[config.mk]
export PLATFORM = sky130hd
export DESIGN_NAME = module_arbitro_de_bus
export DESIGN_NICKNAME = d
export VERILOG_FILES = /design/src/rtl/pkg_arbitro_bus.sv /design/src/rtl/module_decodificador_espera.sv /design/src/rtl/module_arbitro_de_bus.sv
export SDC_FILE = /design/constraint.sdc
export NUM_CORES = 1
export LEC_CHECK = 0
export ABC_CLOCK_PERIOD_IN_PS = 10550
export BUFFER_PORTS_ARGS = -buffer_cell sky130_fd_sc_hd__buf_2
export CORE_AREA = 2 2 116 118
export CTS_CLUSTER_SIZE = 30
export DETAILED_ROUTE_END_ITERATION = 7
export DIE_AREA = 0 0 118 120
export PLACE_DENSITY = 0.84
export SKIP_LAST_GASP = 1
export SLEW_MARGIN = 20
export SYNTH_ARGS = -nofsm -noshare
export SYNTH_HDL_FRONTEND = slang
export SYNTH_SLANG_ARGS = --single-unit
[constraint.sdc]
create_clock -name clk_i -period 10.55 [get_ports clk_i]
set_input_delay 0.5275 -clock clk_i [delete_from_list [all_inputs] [get_ports clk_i]]
set_output_delay 0.5275 -clock clk_i [all_outputs]
set_load 0.02 [all_outputs]
[src/rtl/pkg_arbitro_bus.sv]
// Shared types and address map for the two-master bus arbiter and its wait-state decoder.
package pkg_arbitro_bus;

    typedef enum logic [1:0] {
        IDLE   = 2'd0,
        ACCESS = 2'd1,
        ACK    = 2'd2
    } state_t;

    typedef enum logic [2:0] {
        REG_RAM      = 3'd0,
        REG_IO       = 3'd1,
        REG_SPI      = 3'd2,
        REG_ROM      = 3'd3,
        REG_UNMAPPED = 3'd4
    } region_t;

    localparam logic [31:0] RAM_BASE   = 32'h0000_1000;
    localparam logic [31:0] RAM_LIMIT  = 32'h0000_13FF;
    localparam logic [31:0] IO_BASE    = 32'h0000_2000;
    localparam logic [31:0] IO_LIMIT   = 32'h0000_20FF;
    localparam logic [31:0] SPI_BASE   = 32'h0000_2100;
    localparam logic [31:0] SPI_LIMIT  = 32'h0000_2FFF;
    localparam logic [31:0] HOLE_BASE  = 32'h0000_1400;
    localparam logic [31:0] HOLE_LIMIT = 32'h0000_1FFF;

    // Inclusive bounds; anything not listed (low ROM and 0x3000 upward) is ROM.
    function automatic region_t region_of(input logic [31:0] a);
        if (a >= RAM_BASE && a <= RAM_LIMIT)        return REG_RAM;
        else if (a >= HOLE_BASE && a <= HOLE_LIMIT) return REG_UNMAPPED;
        else if (a >= IO_BASE && a <= IO_LIMIT)     return REG_IO;
        else if (a >= SPI_BASE && a <= SPI_LIMIT)   return REG_SPI;
        else                                        return REG_ROM;
    endfunction

endpackage

[src/rtl/module_decodificador_espera.sv]
// Combinational address -> wait-count / unmapped-flag decoder, shared with the ROM loader.
// With ARB_DECODE_ERR_EN the 0x1400-0x1FFF hole is flagged unmapped; otherwise it decodes as ROM.
module module_decodificador_espera
    import pkg_arbitro_bus::*;
#(
    parameter int unsigned WAIT_RAM = 0,
    parameter int unsigned WAIT_IO  = 1,
    parameter int unsigned WAIT_SPI = 2,
    parameter int unsigned WAIT_ROM = 1,
    parameter int unsigned CNT_W    = 4
) (
    input  logic [31:0]      addr,
    output logic [CNT_W-1:0] wait_cnt,
    output logic             unmapped
);

    region_t region;

    always_comb begin
        region = region_of(addr);
`ifndef ARB_DECODE_ERR_EN
        if (region == REG_UNMAPPED) region = REG_ROM;
`endif
        wait_cnt = CNT_W'(WAIT_ROM);
        unmapped = 1'b0;
        case (region)
            REG_RAM:      wait_cnt = CNT_W'(WAIT_RAM);
            REG_IO:       wait_cnt = CNT_W'(WAIT_IO);
            REG_SPI:      wait_cnt = CNT_W'(WAIT_SPI);
            REG_UNMAPPED: begin
                wait_cnt = '0;
                unmapped = 1'b1;
            end
            default: ;
        endcase
    end

endmodule

[src/rtl/module_arbitro_de_bus.sv]
// Two-master round-robin bus arbiter: grant -> WAIT+1 ACCESS cycles -> one-cycle ack, then one IDLE cycle.
// Masters hold req until ack; decode errors (ARB_DECODE_ERR_EN) return err_o with ack and zero data.
module module_arbitro_de_bus
    import pkg_arbitro_bus::*;
#(
    parameter int unsigned WAIT_RAM = 0,
    parameter int unsigned WAIT_IO  = 1,
    parameter int unsigned WAIT_SPI = 2,
    parameter int unsigned WAIT_ROM = 1,
    parameter int unsigned CNT_W    = 4
) (
    input  logic        clk_i,
    input  logic        rst_i,
    input  logic        m0_req_i,
    input  logic        m0_we_i,
    input  logic [31:0] m0_addr_i,
    input  logic [31:0] m0_wdata_i,
    output logic        m0_ack_o,
    output logic [31:0] m0_rdata_o,
    input  logic        m1_req_i,
    input  logic        m1_we_i,
    input  logic [31:0] m1_addr_i,
    input  logic [31:0] m1_wdata_i,
    output logic        m1_ack_o,
    output logic [31:0] m1_rdata_o,
    output logic        bus_we_o,
    output logic [31:0] bus_addr_o,
    output logic [31:0] bus_wdata_o,
    input  logic [31:0] bus_rdata_i,
    output logic [1:0]  grant_o,
    output logic        busy_o,
    output logic        err_o
);

    state_t            state, state_nx;
    logic              rr_m1;
    logic [CNT_W-1:0]  cnt;
    logic              unmapped_q;
    logic              pick_m1;
    logic [31:0]       win_addr;
    logic [CNT_W-1:0]  win_wait;
    logic              win_unmapped;
    logic [31:0]       rd_val;

    // m1 wins when it is alone, or when both request and the pointer favours it.
    always_comb begin
        pick_m1  = m1_req_i & (~m0_req_i | rr_m1);
        win_addr = pick_m1 ? m1_addr_i : m0_addr_i;
        rd_val   = unmapped_q ? 32'h0 : bus_rdata_i;
    end

    module_decodificador_espera #(
        .WAIT_RAM (WAIT_RAM),
        .WAIT_IO  (WAIT_IO),
        .WAIT_SPI (WAIT_SPI),
        .WAIT_ROM (WAIT_ROM),
        .CNT_W    (CNT_W)
    ) u_dec (
        .addr     (win_addr),
        .wait_cnt (win_wait),
        .unmapped (win_unmapped)
    );

    always_ff @(posedge clk_i or posedge rst_i) begin
        if (rst_i) state <= IDLE;
        else       state <= state_nx;
    end

    always_comb begin
        state_nx = state;
        case (state)
            IDLE:    if (m0_req_i | m1_req_i) state_nx = ACCESS;
            ACCESS:  if (cnt == '0)           state_nx = ACK;
            ACK:                              state_nx = IDLE;
            default:                          state_nx = IDLE;
        endcase
    end

    always_ff @(posedge clk_i or posedge rst_i) begin
        if (rst_i) begin
            rr_m1       <= 1'b0;
            cnt         <= '0;
            unmapped_q  <= 1'b0;
            bus_we_o    <= 1'b0;
            bus_addr_o  <= 32'h0;
            bus_wdata_o <= 32'h0;
            grant_o     <= 2'b00;
            busy_o      <= 1'b0;
            err_o       <= 1'b0;
            m0_ack_o    <= 1'b0;
            m1_ack_o    <= 1'b0;
            m0_rdata_o  <= 32'h0;
            m1_rdata_o  <= 32'h0;
        end else begin
            // Strobe and ack are single-cycle pulses.
            bus_we_o <= 1'b0;
            m0_ack_o <= 1'b0;
            m1_ack_o <= 1'b0;
            err_o    <= 1'b0;
            case (state)
                IDLE: if (m0_req_i | m1_req_i) begin
                    bus_addr_o  <= win_addr;
                    bus_wdata_o <= pick_m1 ? m1_wdata_i : m0_wdata_i;
                    bus_we_o    <= (pick_m1 ? m1_we_i : m0_we_i) & ~win_unmapped;
                    grant_o     <= pick_m1 ? 2'b10 : 2'b01;
                    busy_o      <= 1'b1;
                    cnt         <= win_wait;
                    unmapped_q  <= win_unmapped;
                end
                ACCESS: if (cnt == '0) begin
                    err_o <= unmapped_q;
                    if (grant_o[1]) begin
                        m1_rdata_o <= rd_val;
                        m1_ack_o   <= 1'b1;
                    end else begin
                        m0_rdata_o <= rd_val;
                        m0_ack_o   <= 1'b1;
                    end
                end else begin
                    cnt <= cnt - CNT_W'(1);
                end
                ACK: begin
                    rr_m1   <= grant_o[0];
                    grant_o <= 2'b00;
                    busy_o  <= 1'b0;
                end
                default: ;
            endcase
        end
    end

endmodule

-- Yosys cells after proc, flatten, opt, wreduce, memory -nomap -nowiden
Cells that the tools add are included.
W data, S select, Z words.
- flip-flop bits (word level): 143
- reductions and logical operators: 16
- order comparisons: 8
- eq/ne operators: 8
- bitwise logic cells: 7
- multiplexer cells: 32
- add/sub/neg operators: 1
- operators by type and width (cell ; count):
    $mux W32 ; 3
    $ge A32 B13 Y1 const B ; 2
    $ge A32 B14 Y1 const B ; 2
    $le A32 B13 Y1 const B ; 2
    $le A32 B14 Y1 const B ; 2
    $mux W1 ; 14
    $mux W3 ; 4
    $pmux W2 S2 ; 3
    $reduce_and A3 Y1 ; 3
    $mux W2 ; 4
    $mux W4 ; 2
    $pmux W4 S2 ; 1
    $eq A3 B3 Y1 const B ; 2
    $ne A2 B2 Y1 const B ; 3
    $reduce_and A2 Y1 ; 3
    $logic_and A1 B1 Y1 ; 4
    $logic_not A4 Y1 ; 1
    $reduce_bool A2 Y1 ; 2
    $sub A4 B1 Y4 const B ; 1
    $eq A3 B2 Y1 const B ; 1
    $logic_not A3 Y1 ; 1
    $not A1 Y1 ; 3
    $and A1 B1 Y1 ; 2
    $eq A2 B1 Y1 const B ; 1
    other kinds (5) ; 6

-- Depth between registers and ports, before layout
- depth in word-level cells: 18
- mapped depth: 9
- gate-level depth less buffers: 7

-- Cells and area by module
Synthesis repeated with hierarchy kept, for this count alone.
- cell total of the unflattened synthesis: 498
- area total of the unflattened synthesis: 6573.8 um^2
- by module, submodules not included (module ; cells each ; instances ; area each (um^2)):
    module_arbitro_de_bus ; 481 ; 1 ; 6466.2
    module_decodificador_espera ; 17 ; 1 ; 107.6

-- Worst setup path before layout
No wires, ideal clock.
- path type: register to register
- from: register cnt[0]
- to: register m1_rdata_o[15]
- setup time: 0.133 ns
- arrival: 1.440 ns
- stages on the path, launching flop included: 10
- setup slack: 8.977 ns
- clock period less this slack: 1.573 ns
- path buffers: 2
- cell sequence: dfrtp_1 inv_1 ha_1 nand3b_1 nor3_2 nand2_1 buf_2 buf_2 nand2_1 o21ai_0
- longest elaborated chain between the ends: 2
- ends and longest elaborated chain (element ; line ; RTL):
    from (decl) ; module_arbitro_de_bus.sv:37 ; logic [CNT_W-1:0] cnt;
    from (signal assigned) ; module_arbitro_de_bus.sv:107 ; cnt <= win_wait;
    from (signal assigned) ; module_arbitro_de_bus.sv:120 ; cnt <= cnt - CNT_W'(1);
    $logic_not A4 Y1 ; module_arbitro_de_bus.sv:110 ; ACCESS: if (cnt == '0) begin
    $reduce_and A3 Y1 (no source line) ; -- ;
    to (signal assigned) ; module_arbitro_de_bus.sv:113 ; m1_rdata_o <= rd_val;
    to (decl) ; module_arbitro_de_bus.sv:25 ; output logic [31:0] m1_rdata_o,
No other way between the ends.
A chain may end at the register's enable or synchronous reset.

-- Worst setup path after layout
- from: register cnt[0]
- to: register m1_rdata_o[24]
Same word-level chain as after synthesis.

==> out/results.tsv <==
stage	metric	value	unit
cells_and_area	area grow syn2layout	33.9	%
grt	first-pass GRT wire length	26700	um
synth	Yosys top cell area share	0.569	
worst_setup_path	largest fanout on the critical path	65	
synth	Avg Cell Area, Syn	10.3	um^2
worst_setup_path	crit path DAT	2.32	ns
flow_run	max_cap viols	0	
synth	synth warn	0	
placed_design	GP Congestion	0.810	
die	# IOs	301	
grt	GR Util met3	0.0722	
routing	DR DRC count	0	
worst_setup_path	crit path capture type	flip-flop	
clock_network	H-tree depth	4	
grt	antenna violations before repair	0	
worst_setup_path	CP startpoint kind	flip-flop	
routing	WL/cell	15.4	um
power_and_ir_drop	VDD IR-drop max	173	uV
timing	minimum clock period	2.07	ns
timing	clock skew	0.00664	ns
grt	global route overflow	0	
clock_network	clk_lat worst skew	0.41	ns
synth	EDFF count, synth	0	
timing	Finish-stage setup viols	0	
routing	DR iter-0 viols	323	
timing	Period Utilization, post-route	0.197	
outcome	status	finished clean	
synth	cell taking the most area after synthesis	dfrtp_1	
timing	Max Freq	0.482	GHz
routing	vias per inst	5.04	
grt	largest net degree at the start of global routing	134	
clock_network	CTS Buf Count	17	
timing	Final Hold Fails	0	
synth	synth cell count leaders	dfrtp_1 (143), nand2_1 (132), o21ai_0 (113)	
clock_network	Worst-path clk slew	0.06	ns
cells_and_area	fill count	1047	
placed_design	PortBufs	300	
timing	final slew viol count	0	
synth	sequential fraction of the synthesis area	0.569	
die	Rows	42	
synth	Mapped Cells	609	
routing	Detailed Routing Iterations Pass 1	4	
synth	Synth Flop Type	dfrtp_1	
synth	Synth Cell Area	0.00629	mm^2
grt	GR met1 Demand/Resource	0.298	
timing	slew at the pin with the worst max-slew slack	0.932	ns
routing	ANT nets after route	0	
cells_and_area	final core utilization	0.648	
synth	main area contributors after synthesis	dfrtp_1 (57%), mux2i_1 (10%), o21ai_0 (9.0%), nand2_1 (7.9%), nand2b_1 (3.4%)	
clock_network	clock tree buffer depth	2	
synth	Distinct cells, synth	33	
power_and_ir_drop	Tot Pwr	2670	uW
placed_design	DP HPWL	12000	um
grt	vias in the first global route	5319	
timing	Slew headroom	0.379	
min_path	min-delay worst type	in -> async	
timing	Setup TNS Final	0	ns
cells_and_area	final net count	1058	
die	DIE WIDTH	118	um
synth	Seq cells post-synth	143	
clock_network	Sink Count	143	
die	die height	120	um
power_and_ir_drop	P_leak	0.00461	uW
clock_network	clk root buf	clkbuf_16	
die	Initial Util	0.484	
cells_and_area	share of cells above drive strength 1	0.379	
cells_and_area	ant diodes	0	
clock_network	CTS tree	built	
clock_network	Setup Buffers After CTS	0	
grt	Total GRT Usage	0.241	
clock_network	CTS resizes	0	
grt	GR met2 Demand/Resource	0.402	
power_and_ir_drop	PD cells	318	mW/mm^2
worst_setup_path	WS Path Type	reg -> reg	
timing	unrepaired setup endpoints after global routing	no	
synth	Post-synth ARST share	1.00	
clock_network	Post-CTS Hold Fix Bufs	0	
grt	layer with the highest usage	met2	
synth	Synth Net Count	776	
routing	DR vias	5443	
routing	Routed WL	16600	um
worst_setup_path	Req. time, crit path	10.80	ns
die	die area	0.0142	mm^2
die	core area	0.0130	mm^2
synth	most common cell in the synthesized netlist	dfrtp_1	
==> final cells by class <==
class / count / area (um^2) / share of cell area
clock buffers: 21 / 450 / 0.0535
clock inverters: 10 / 161 / 0.0192
inverters: 7 / 31.3 / 0.00372
multi-input cells: 418 / 2420 / 0.287
flip-flops and latches: 143 / 3580 / 0.425
well taps: 176 / 220 / 0.0262
repair buffers: 304 / 1560 / 0.185
==> cell families after synthesis <==
logic type | after synthesis | share of synthesized area
mux | 67 | 0.107
simple gates | 206 | 0.153
compound gates | 144 | 0.118
flops | 143 | 0.569
buf+inv | 48 | 0.0511
fa+ha+maj | 1 | 0.00199
==> worst max-delay path, cell delays in order, from the launching register on <==
cell and delay [ns]:
dfrtp_1 0.40, inv_1 0.06, ha_1 0.18, nand3b_1 0.13
nor3_2 0.37, nand2_4 0.43, nand2_1 0.21, o21ai_0 0.12
==> placed cells by master (no fill, tap or decap), types with 2 or more instances in the layout <==
| cell type | count |
|---|---|
| nor4_1 | 9 |
| nand2_1 | 131 |
| buf_2 | 300 |
| nand2b_1 | 33 |
| a21oi_1 | 8 |
| nor3_1 | 3 |
| nor4b_1 | 2 |
| clkbuf_16 | 17 |
| mux2i_1 | 65 |
| inv_6 | 2 |
| o21ai_0 | 112 |
| buf_4 | 2 |
| clkinv_2 | 2 |
| clkbuf_1 | 3 |
| dfrtp_1 | 143 |
| a21o_1 | 2 |
| nor3b_1 | 3 |
| o21ai_1 | 18 |
| mux2_2 | 2 |
| bufinv_16 | 4 |
| clkinvlp_4 | 3 |
| inv_1 | 6 |
| or4_1 | 2 |
| and2_1 | 2 |
| nor2_1 | 11 |
==> sequential cells by signal, indices dropped and copies added (netlist names), 2 cells and up <==
signal / cells
bus_addr_o: 32
bus_wdata_o: 32
cnt: 4
grant_o: 2
m0_rdata_o: 32
m1_rdata_o: 32
state: 2
==> final timing paths <==
path / startpoint / end / slack [ns] / cells past startpoint
setup / recovery: cnt[0]$_DFFE_PP0P_ / m1_rdata_o[24]$_DFFE_PP0P_ / 8.48 / 7
hold / removal: rst_i / m1_rdata_o[22]$_DFFE_PP0P_ / 0.22 / 2
setup reg to reg: cnt[0]$_DFFE_PP0P_ / m1_rdata_o[24]$_DFFE_PP0P_ / 8.48 / 7
hold reg to reg: bus_addr_o[23]$_DFFE_PP0P_ / bus_addr_o[23]$_DFFE_PP0P_ / 0.47 / 2
max in group asynchronous: rst_i / bus_addr_o[22]$_DFFE_PP0P_ / 8.97 / 3
min in group clk_i: m1_we_i / bus_we_o$_DFF_PP0_ / 0.37 / 3
==> power by group <==
part	total, uW	internal [uW]	switching, uW
clock network	618	401	218
logic	1090	363	730
registers	962	814	148
total	2670	1580	1100
==> stage by stage <==
stage	hold WS, ns	cells	instance area (um^2)	worst slack, ns
floorplan	0.497	609	6290	6.18
global placement	0.455	1047	7760	8.16
detailed placement	0.464	1047	7760	8.14
CTS	0.267	1078	8370	8.21
global route	0.282	1079	8420	8.20
finish	0.223	1079	8420	8.48
==> metal layers <==
layer | up-vias | part of all wire
li1 | 2633 | -
met1 | 2546 | 0.41
met2 | 242 | 0.50
met3 | 22 | 0.076
met4 | 0 | 0.016
met5 | - | 0
Power figures use the tool's default switching activity.
